--- config.mk ---
export PLATFORM = sky130hd
export DESIGN_NAME = uart_cmd_decoder
export DESIGN_NICKNAME = d
export VERILOG_FILES = /design/src/rtl/uart_cmd_decoder.sv
export SDC_FILE = /design/constraint.sdc
export NUM_CORES = 1
export LEC_CHECK = 0
export BUFFER_PORTS_ARGS = -buffer_cell sky130_fd_sc_hd__clkbuf_2
export CELL_PAD_IN_SITES_DETAIL_PLACEMENT = 1
export CELL_PAD_IN_SITES_GLOBAL_PLACEMENT = 2
export CORE_UTILIZATION = 40
export CTS_BUF_LIST = sky130_fd_sc_hd__clkbuf_4 sky130_fd_sc_hd__clkbuf_8
export DETAILED_ROUTE_END_ITERATION = 8
export PLACE_DENSITY = 0.84
export SYNTH_ARGS = -nofsm -noshare
export SYNTH_HDL_FRONTEND = slang
export SYNTH_SLANG_ARGS = --single-unit
--- constraint.sdc ---
create_clock -name clk -period 3.6 [get_ports clk]
set_input_delay 0.36 -clock clk [delete_from_list [all_inputs] [get_ports clk]]
set_output_delay 0.36 -clock clk [all_outputs]
set_load 0.01 [all_outputs]
--- src/rtl/uart_cmd_decoder.sv ---
// Decodes UART keystrokes (WASD, hjkl, ANSI arrows, new-game, difficulty) into
// game commands; moves are queued and issued one at a time, gated by i_ack.
module uart_cmd_decoder #(
  parameter int unsigned FIFO_DEPTH = 4,
  parameter int unsigned ESC_TMO    = 100000,
  parameter int unsigned ACK_TMO    = 20000000
) (
  input  logic       clk,
  input  logic       rst,
  input  logic [7:0] i_rx_data,
  input  logic       i_rx_valid,
  input  logic       i_ack,
  output logic       o_btnL,
  output logic       o_btnR,
  output logic       o_btnU,
  output logic       o_btnD,
  output logic       o_valid,
  output logic       o_new_game,
  output logic [1:0] o_diff,
  output logic       o_err
);

  localparam int unsigned PTR_W = (FIFO_DEPTH > 1) ? $clog2(FIFO_DEPTH) : 1;
  localparam int unsigned CNT_W = PTR_W + 1;
  localparam int unsigned ESC_W = $clog2(ESC_TMO + 1);
  localparam int unsigned ACK_W = $clog2(ACK_TMO + 1);

  localparam logic [1:0] P_IDLE  = 2'd0;
  localparam logic [1:0] P_ESC   = 2'd1;
  localparam logic [1:0] P_CSI   = 2'd2;
  localparam logic [0:0] I_READY = 1'b0;
  localparam logic [0:0] I_WAIT  = 1'b1;

  localparam logic [1:0] MV_L = 2'b00;
  localparam logic [1:0] MV_R = 2'b01;
  localparam logic [1:0] MV_U = 2'b10;
  localparam logic [1:0] MV_D = 2'b11;

  logic [1:0]       p_state_q, p_state_d;
  logic [ESC_W-1:0] esc_cnt_q, esc_cnt_d;
  logic [0:0]       i_state_q, i_state_d;
  logic [ACK_W-1:0] ack_cnt_q, ack_cnt_d;
  logic [1:0]       mem_q [FIFO_DEPTH];
  logic [1:0]       mem_d [FIFO_DEPTH];
  logic [PTR_W-1:0] rd_ptr_q, rd_ptr_d, wr_ptr_q, wr_ptr_d;
  logic [CNT_W-1:0] count_q, count_d;
  logic [3:0]       btn_q, btn_d;
  logic             valid_q, valid_d;
  logic             new_game_q, new_game_d;
  logic [1:0]       diff_q, diff_d;
  logic             err_q, err_d;

  logic       move_vld, new_game, dec_err, pop, push, overflow, ack_tmo;
  logic [1:0] move_code;
  logic [CNT_W-1:0] count_after_pop;

  // Byte parser: plain keys, ESC '[' x arrow sequences, escape timeout
  always_comb begin
    p_state_d = p_state_q;
    esc_cnt_d = esc_cnt_q;
    move_vld  = 1'b0;
    move_code = MV_L;
    new_game  = 1'b0;
    dec_err   = 1'b0;
    diff_d    = diff_q;
    if (i_rx_valid) begin
      esc_cnt_d = '0;
      case (p_state_q)
        P_IDLE: begin
          case (i_rx_data)
            8'h77, 8'h57, 8'h6B: begin move_vld = 1'b1; move_code = MV_U; end
            8'h73, 8'h53, 8'h6A: begin move_vld = 1'b1; move_code = MV_D; end
            8'h61, 8'h41, 8'h68: begin move_vld = 1'b1; move_code = MV_L; end
            8'h64, 8'h44, 8'h6C: begin move_vld = 1'b1; move_code = MV_R; end
            8'h6E, 8'h4E:        new_game = 1'b1;
            8'h30, 8'h31, 8'h32, 8'h33: diff_d = i_rx_data[1:0];
            8'h1B:               p_state_d = P_ESC;
            8'h0D, 8'h0A, 8'h20: ;
            default:             dec_err = 1'b1;
          endcase
        end
        P_ESC: begin
          if (i_rx_data == 8'h5B) begin
            p_state_d = P_CSI;
          end else if (i_rx_data != 8'h1B) begin
            p_state_d = P_IDLE;
            dec_err   = 1'b1;
          end
        end
        default: begin
          p_state_d = P_IDLE;
          case (i_rx_data)
            8'h41:   begin move_vld = 1'b1; move_code = MV_U; end
            8'h42:   begin move_vld = 1'b1; move_code = MV_D; end
            8'h43:   begin move_vld = 1'b1; move_code = MV_R; end
            8'h44:   begin move_vld = 1'b1; move_code = MV_L; end
            default: dec_err = 1'b1;
          endcase
        end
      endcase
    end else if (p_state_q != P_IDLE) begin
      if (esc_cnt_q == ESC_W'(ESC_TMO - 1)) begin
        p_state_d = P_IDLE;
        esc_cnt_d = '0;
      end else begin
        esc_cnt_d = esc_cnt_q + 1'b1;
      end
    end
  end

  // Issuer: one move in flight; ack is ignored during the pulse cycle itself
  always_comb begin
    i_state_d = i_state_q;
    ack_cnt_d = ack_cnt_q;
    pop       = 1'b0;
    ack_tmo   = 1'b0;
    if (new_game) begin
      i_state_d = I_READY;
      ack_cnt_d = '0;
    end else if (i_state_q == I_READY) begin
      if (count_q != '0) begin
        pop       = 1'b1;
        i_state_d = I_WAIT;
        ack_cnt_d = '0;
      end
    end else if (!valid_q) begin
      if (i_ack) begin
        i_state_d = I_READY;
      end else if (ack_cnt_q == ACK_W'(ACK_TMO - 1)) begin
        i_state_d = I_READY;
        ack_tmo   = 1'b1;
      end else begin
        ack_cnt_d = ack_cnt_q + 1'b1;
      end
    end
  end

  // Move FIFO; fullness is judged after this cycle's pop
  always_comb begin
    mem_d           = mem_q;
    rd_ptr_d        = rd_ptr_q;
    wr_ptr_d        = wr_ptr_q;
    count_after_pop = count_q - CNT_W'(pop);
    push            = move_vld && (count_after_pop < CNT_W'(FIFO_DEPTH));
    overflow        = move_vld && !push;
    count_d         = count_after_pop + CNT_W'(push);
    if (pop) rd_ptr_d = rd_ptr_q + 1'b1;
    if (push) begin
      mem_d[wr_ptr_q] = move_code;
      wr_ptr_d        = wr_ptr_q + 1'b1;
    end
    if (new_game) begin
      rd_ptr_d = '0;
      wr_ptr_d = '0;
      count_d  = '0;
    end
  end

  always_comb begin
    btn_d      = 4'b0000;
    valid_d    = pop;
    new_game_d = new_game;
    err_d      = dec_err | overflow | ack_tmo;
    if (pop) begin
      case (mem_q[rd_ptr_q])
        MV_L:    btn_d = 4'b1000;
        MV_R:    btn_d = 4'b0100;
        MV_U:    btn_d = 4'b0010;
        default: btn_d = 4'b0001;
      endcase
    end
  end

  always_ff @(posedge clk or posedge rst) begin
    if (rst) begin
      p_state_q  <= P_IDLE;
      esc_cnt_q  <= '0;
      i_state_q  <= I_READY;
      ack_cnt_q  <= '0;
      for (int i = 0; i < int'(FIFO_DEPTH); i++) mem_q[i] <= MV_L;
      rd_ptr_q   <= '0;
      wr_ptr_q   <= '0;
      count_q    <= '0;
      btn_q      <= 4'b0000;
      valid_q    <= 1'b0;
      new_game_q <= 1'b0;
      diff_q     <= 2'b00;
      err_q      <= 1'b0;
    end else begin
      p_state_q  <= p_state_d;
      esc_cnt_q  <= esc_cnt_d;
      i_state_q  <= i_state_d;
      ack_cnt_q  <= ack_cnt_d;
      mem_q      <= mem_d;
      rd_ptr_q   <= rd_ptr_d;
      wr_ptr_q   <= wr_ptr_d;
      count_q    <= count_d;
      btn_q      <= btn_d;
      valid_q    <= valid_d;
      new_game_q <= new_game_d;
      diff_q     <= diff_d;
      err_q      <= err_d;
    end
  end

  assign o_btnL     = btn_q[3];
  assign o_btnR     = btn_q[2];
  assign o_btnU     = btn_q[1];
  assign o_btnD     = btn_q[0];
  assign o_valid    = valid_q;
  assign o_new_game = new_game_q;
  assign o_diff     = diff_q;
  assign o_err      = err_q;

endmodule

==> reports/results.md <==
Power
- **Clk pwr share** 28.5%
- **Net Sw Frac** 36.18%
- **cell-internal power** 1.429 mW
- **part of the power in combinational logic** 28.6%
- **LEAKAGE** 1.897 nW
- **largest voltage drop on the vdd net** 0.0001983 V
- **Reg power frac** 42.9%
- **power per unit of standard cell area** 491.9 mW/mm²
- **reported net switching power** 0.8101 mW

Timing
- **min Tclk post-route** 3.289 ns
- **Slew @ Worst Pin** 1.258 ns
- **setup violation total in the final timing report** 0
- **RSZ-0062 raised after global routing** false
- **final hold slack** 0.05117 ns
- **worst clock skew on the final layout** 0.01327 ns
- **Achievable Freq** 0.3040 GHz
- **Setup TNS** 0 ns
- **worst max-slew margin expressed relative to the limit** 15.59%
- **Worst Slack Setup Final** 0.3108 ns
- **final hold violation count** 0
- **share of the clock period used by the worst path after layout** 91.37%
- **Pins Over Slew Limit** 0

Clock tree
- **Sink Count** 69
- **Clk Latency, worst-skew pair** 0.35 ns
- **clock transition at the register clock pins on the worst setup and hold paths after CTS** 0.09 ns
- **clock tree from TritonCTS** yes
- **number of buffers added to fix hold violations after cts** 0
- **post-CTS setup buffer count** 0
- **TritonCTS buffer count** 9
- **Root Driver** sky130_fd_sc_hd__clkbuf_8
- **post-cts sizing count** 0
- **Max clock buf depth** 2
- **H-tree depth** 3

Global route
- **met3 usage** 3.629%
- **global-route wire length before repair** 17910 µm
- **met2 usage** 34.05%
- **global-route track usage on met1** 30.97%
- **number of global-route vias before repair** 3598
- **all-layer global routing usage** 21.71%
- **pin count of the biggest net entering global routing** 43
- **remaining global-route overflow** 0
- **antenna violations before repair** 0
- **busiest layer in global routing** met2

Floorplanning
- **initial core utilization** 41.57%
- **core region area** 0.009864 mm²
- **FP Rows** 36
- **Total Die Area** 0.01066 mm²
- **I/O pin count** 21
- **height of the die** 103.2 µm
- **horizontal extent of the die** 103.2 µm

Route
- **number of routed nets with antenna violations** 0
- **Via-to-Cell Ratio** 5.860
- **Residual DRC** 0
- **DRC marker count from the first detailed-route iteration** 75
- **wire length per cell** 17.81 µm
- **first-pass iteration count of the detailed router** 4
- **DRT Wirelength** 10780 µm
- **via count of the routed design** 3545

Synth
- **Synth Area per Inst** 9.235 µm²
- **share of flip-flops with an asynchronous set or reset after synthesis** 100.0%
- **Cell Area, Synth** 0.004100 mm²
- **primary flip-flop cell chosen by synthesis mapping** sky130_fd_sc_hd__dfrtp_1
- **instance count of the mapped netlist** 444
- **register bit total from synthesis** 69
- **synthesis warning total** 0
- **number of nets in the synthesized netlist** 466
- **share of the yosys chip area belonging to registers** 42.11%
- **EDFF count, synth** 0
- **number of unique standard cell types used by synthesis** 62

Worst hold path
- **kind of path behind the tightest hold check** in2async

Run
- **number of maximum-capacitance constraint violations** 0

Critical path
- **Critical R2R Launch** p_state_q[1]$_DFFE_PP0P_
- **standard cell with the maximum stage delay on the critical path** sky130_fd_sc_hd__or4_1
- **register-to-register setup slack** 0.31 ns
- **most numerous cell on the critical path** sky130_fd_sc_hd__ha_1
- **largest fanout on the critical path** 4
- **R2R Path End** count_q[2]$_DFF_PP0_
- **path depth of the worst reg2reg path** 13
- **signal arrival time at the worst endpoint** 3.53 ns
- **longest individual stage delay on the worst path** 0.60 ns
- **Critical Setup Path Class** reg2reg
- **data required time of the critical path** 3.84 ns
- **startpoint type of the worst setup path** flop
- **Top Family by Delay on Critical Path** simple AND/OR/NAND/NOR gates
- **ordered cell list for the critical path** or3b_1 -> or4_1 -> nand2_1 -> inv_1 -> ha_1 -> ha_1 -> xor2_1 -> a21o_1 -> inv_1 -> ha_1 -> ha_1 -> xnor2_1 -> nor2_1
- **Bufs and invs on worst path** 2
- **CP Capture Type** flop

Placed design
- **global placer's final weighted congestion** 0.7888
- **number of placed instances with taps included** 590
- **dpl ws** 0.2096 ns
- **Post-DP HPWL** 7777 µm
- **PortBufs** 20
- **cell area after placement** 0.004364 mm²

Cells and area
- **area overhead of the layout relative to synthesis** 11.05%
- **leading cell type in the layout, fill and taps excluded** sky130_fd_sc_hd__dfrtp_1
- **proportion of layout cells with a drive suffix above 1** 15.25%
- **summed area of non-filler cells in the final layout** 0.004553 mm²
- **Non-Filler Instances** 605
- **Ant. Diodes** 0
- **nets@finish** 490
- **commonest cells after routing, fill and taps aside** 69 x sky130_fd_sc_hd__dfrtp_1, 45 x sky130_fd_sc_hd__nand2_1, 31 x sky130_fd_sc_hd__nor2_1, 23 x sky130_fd_sc_hd__nand3_1, 23 x sky130_fd_sc_hd__a21oi_1

Status
- **run status** finished, final reports clean

-- logic make-up after synthesis --
logic type / Yosys count / share of synthesized area, %
flip-flops: 69 / 42.11
XOR/XNOR: 15 / 3.204
buffers and inverters: 35 / 3.845
AND/OR/NAND/NOR: 211 / 29.20
AO/OA/AOI/OAI: 91 / 14.59
adder cells (fa/ha/maj): 10 / 3.052
multiplexers: 13 / 3.998
-- layout make-up --
type | instances | area (µm²)
fillers | 1147 | 5311
flip-flops and latches | 69 | 1727
clock inverters | 6 | 65.06
repair buffers | 29 | 167.7
multi-input cells | 340 | 2220
inverters | 19 | 83.83
well taps | 133 | 166.4
clock buffers | 9 | 123.9
-- cell usage after synthesis (3+ instances only) --
library cell	number	area [µm²]
sky130_fd_sc_hd__xnor2_1	7	61.31
sky130_fd_sc_hd__mux2i_1	4	40.04
sky130_fd_sc_hd__o31ai_1	9	67.56
sky130_fd_sc_hd__nor3_1	14	70.07
sky130_fd_sc_hd__nor4bb_1	5	50.05
sky130_fd_sc_hd__nor4_1	10	62.56
sky130_fd_sc_hd__nand3_1	23	115.1
sky130_fd_sc_hd__dfrtp_1	69	1727
sky130_fd_sc_hd__a2bb2oi_1	4	35.03
sky130_fd_sc_hd__clkbuf_1	10	37.54
sky130_fd_sc_hd__nand2_1	45	168.9
sky130_fd_sc_hd__mux2_2	7	78.83
sky130_fd_sc_hd__o21ai_0	19	95.09
sky130_fd_sc_hd__a21oi_1	23	115.1
sky130_fd_sc_hd__or2_2	4	25.02
sky130_fd_sc_hd__xor2_1	8	70.07
sky130_fd_sc_hd__a21o_1	3	22.52
sky130_fd_sc_hd__a31oi_1	6	37.54
sky130_fd_sc_hd__nor4b_1	7	61.31
sky130_fd_sc_hd__and3_1	6	37.54
sky130_fd_sc_hd__nand2b_1	4	25.02
sky130_fd_sc_hd__ha_1	10	125.1
sky130_fd_sc_hd__or4_1	14	105.1
sky130_fd_sc_hd__and2_1	4	25.02
sky130_fd_sc_hd__nand3b_1	3	22.52
sky130_fd_sc_hd__nor2b_1	4	25.02
sky130_fd_sc_hd__or3_1	10	62.56
sky130_fd_sc_hd__inv_1	18	67.56
sky130_fd_sc_hd__nand4b_1	3	26.28
sky130_fd_sc_hd__buf_2	5	25.02
sky130_fd_sc_hd__o211ai_1	4	30.03
sky130_fd_sc_hd__nand4_1	7	43.79
sky130_fd_sc_hd__a22o_1	5	43.79
sky130_fd_sc_hd__nor2_1	31	116.4
-- how the worst max path moves through the flow --
stage | to | cells past startpoint | startpoint
after detailed placement | count_q[2]$_DFF_PP0_ | 14 | i_rx_data[0]
after floorplan | count_q[1]$_DFF_PP0_ | 14 | p_state_q[0]$_DFFE_PP0P_
after CTS | count_q[2]$_DFF_PP0_ | 13 | p_state_q[1]$_DFFE_PP0P_
final | count_q[2]$_DFF_PP0_ | 13 | p_state_q[1]$_DFFE_PP0P_
after global routing | count_q[2]$_DFF_PP0_ | 13 | p_state_q[1]$_DFFE_PP0P_
after global placement | count_q[1]$_DFF_PP0_ | 13 | i_rx_data[0]
-- power groups by stage --
stage / clock network (mW) / registers (mW) / logic [mW]
after floorplan: 0 / 0.962 / 0.444
after global placement: 0 / 0.974 / 0.627
after detailed placement: 0 / 0.977 / 0.642
after CTS: 0.654 / 0.962 / 0.647
after global routing: 0.682 / 0.978 / 0.716
final: 0.638 / 0.961 / 0.641
-- layer usage --
layer  wire length [µm]  vias up
li1                   -     1696
met1               5515     1788
met2               4889       47
met3                261       14
met4                112        0
met5                  0        -
-- state kept, by name, summed over array words and instances, names as in the netlist --
signal,cells
ack_cnt_q,25
btn_q,4
count_q,3
esc_cnt_q,17
i_state_q,1
mem_q,8
o_diff,2
o_err,1
o_new_game,1
o_valid,1
p_state_q,2
rd_ptr_q,2
wr_ptr_q,2
-- metrics by stage --
step,util (%),power [mW]
floorplan,-,1.406
global placement,44.24,1.600
detailed placement,44.24,1.619
CTS,46.16,2.263
global route,46.16,2.375
finish,46.16,2.240
No activity file was read; power rests on OpenSTA's default activity.
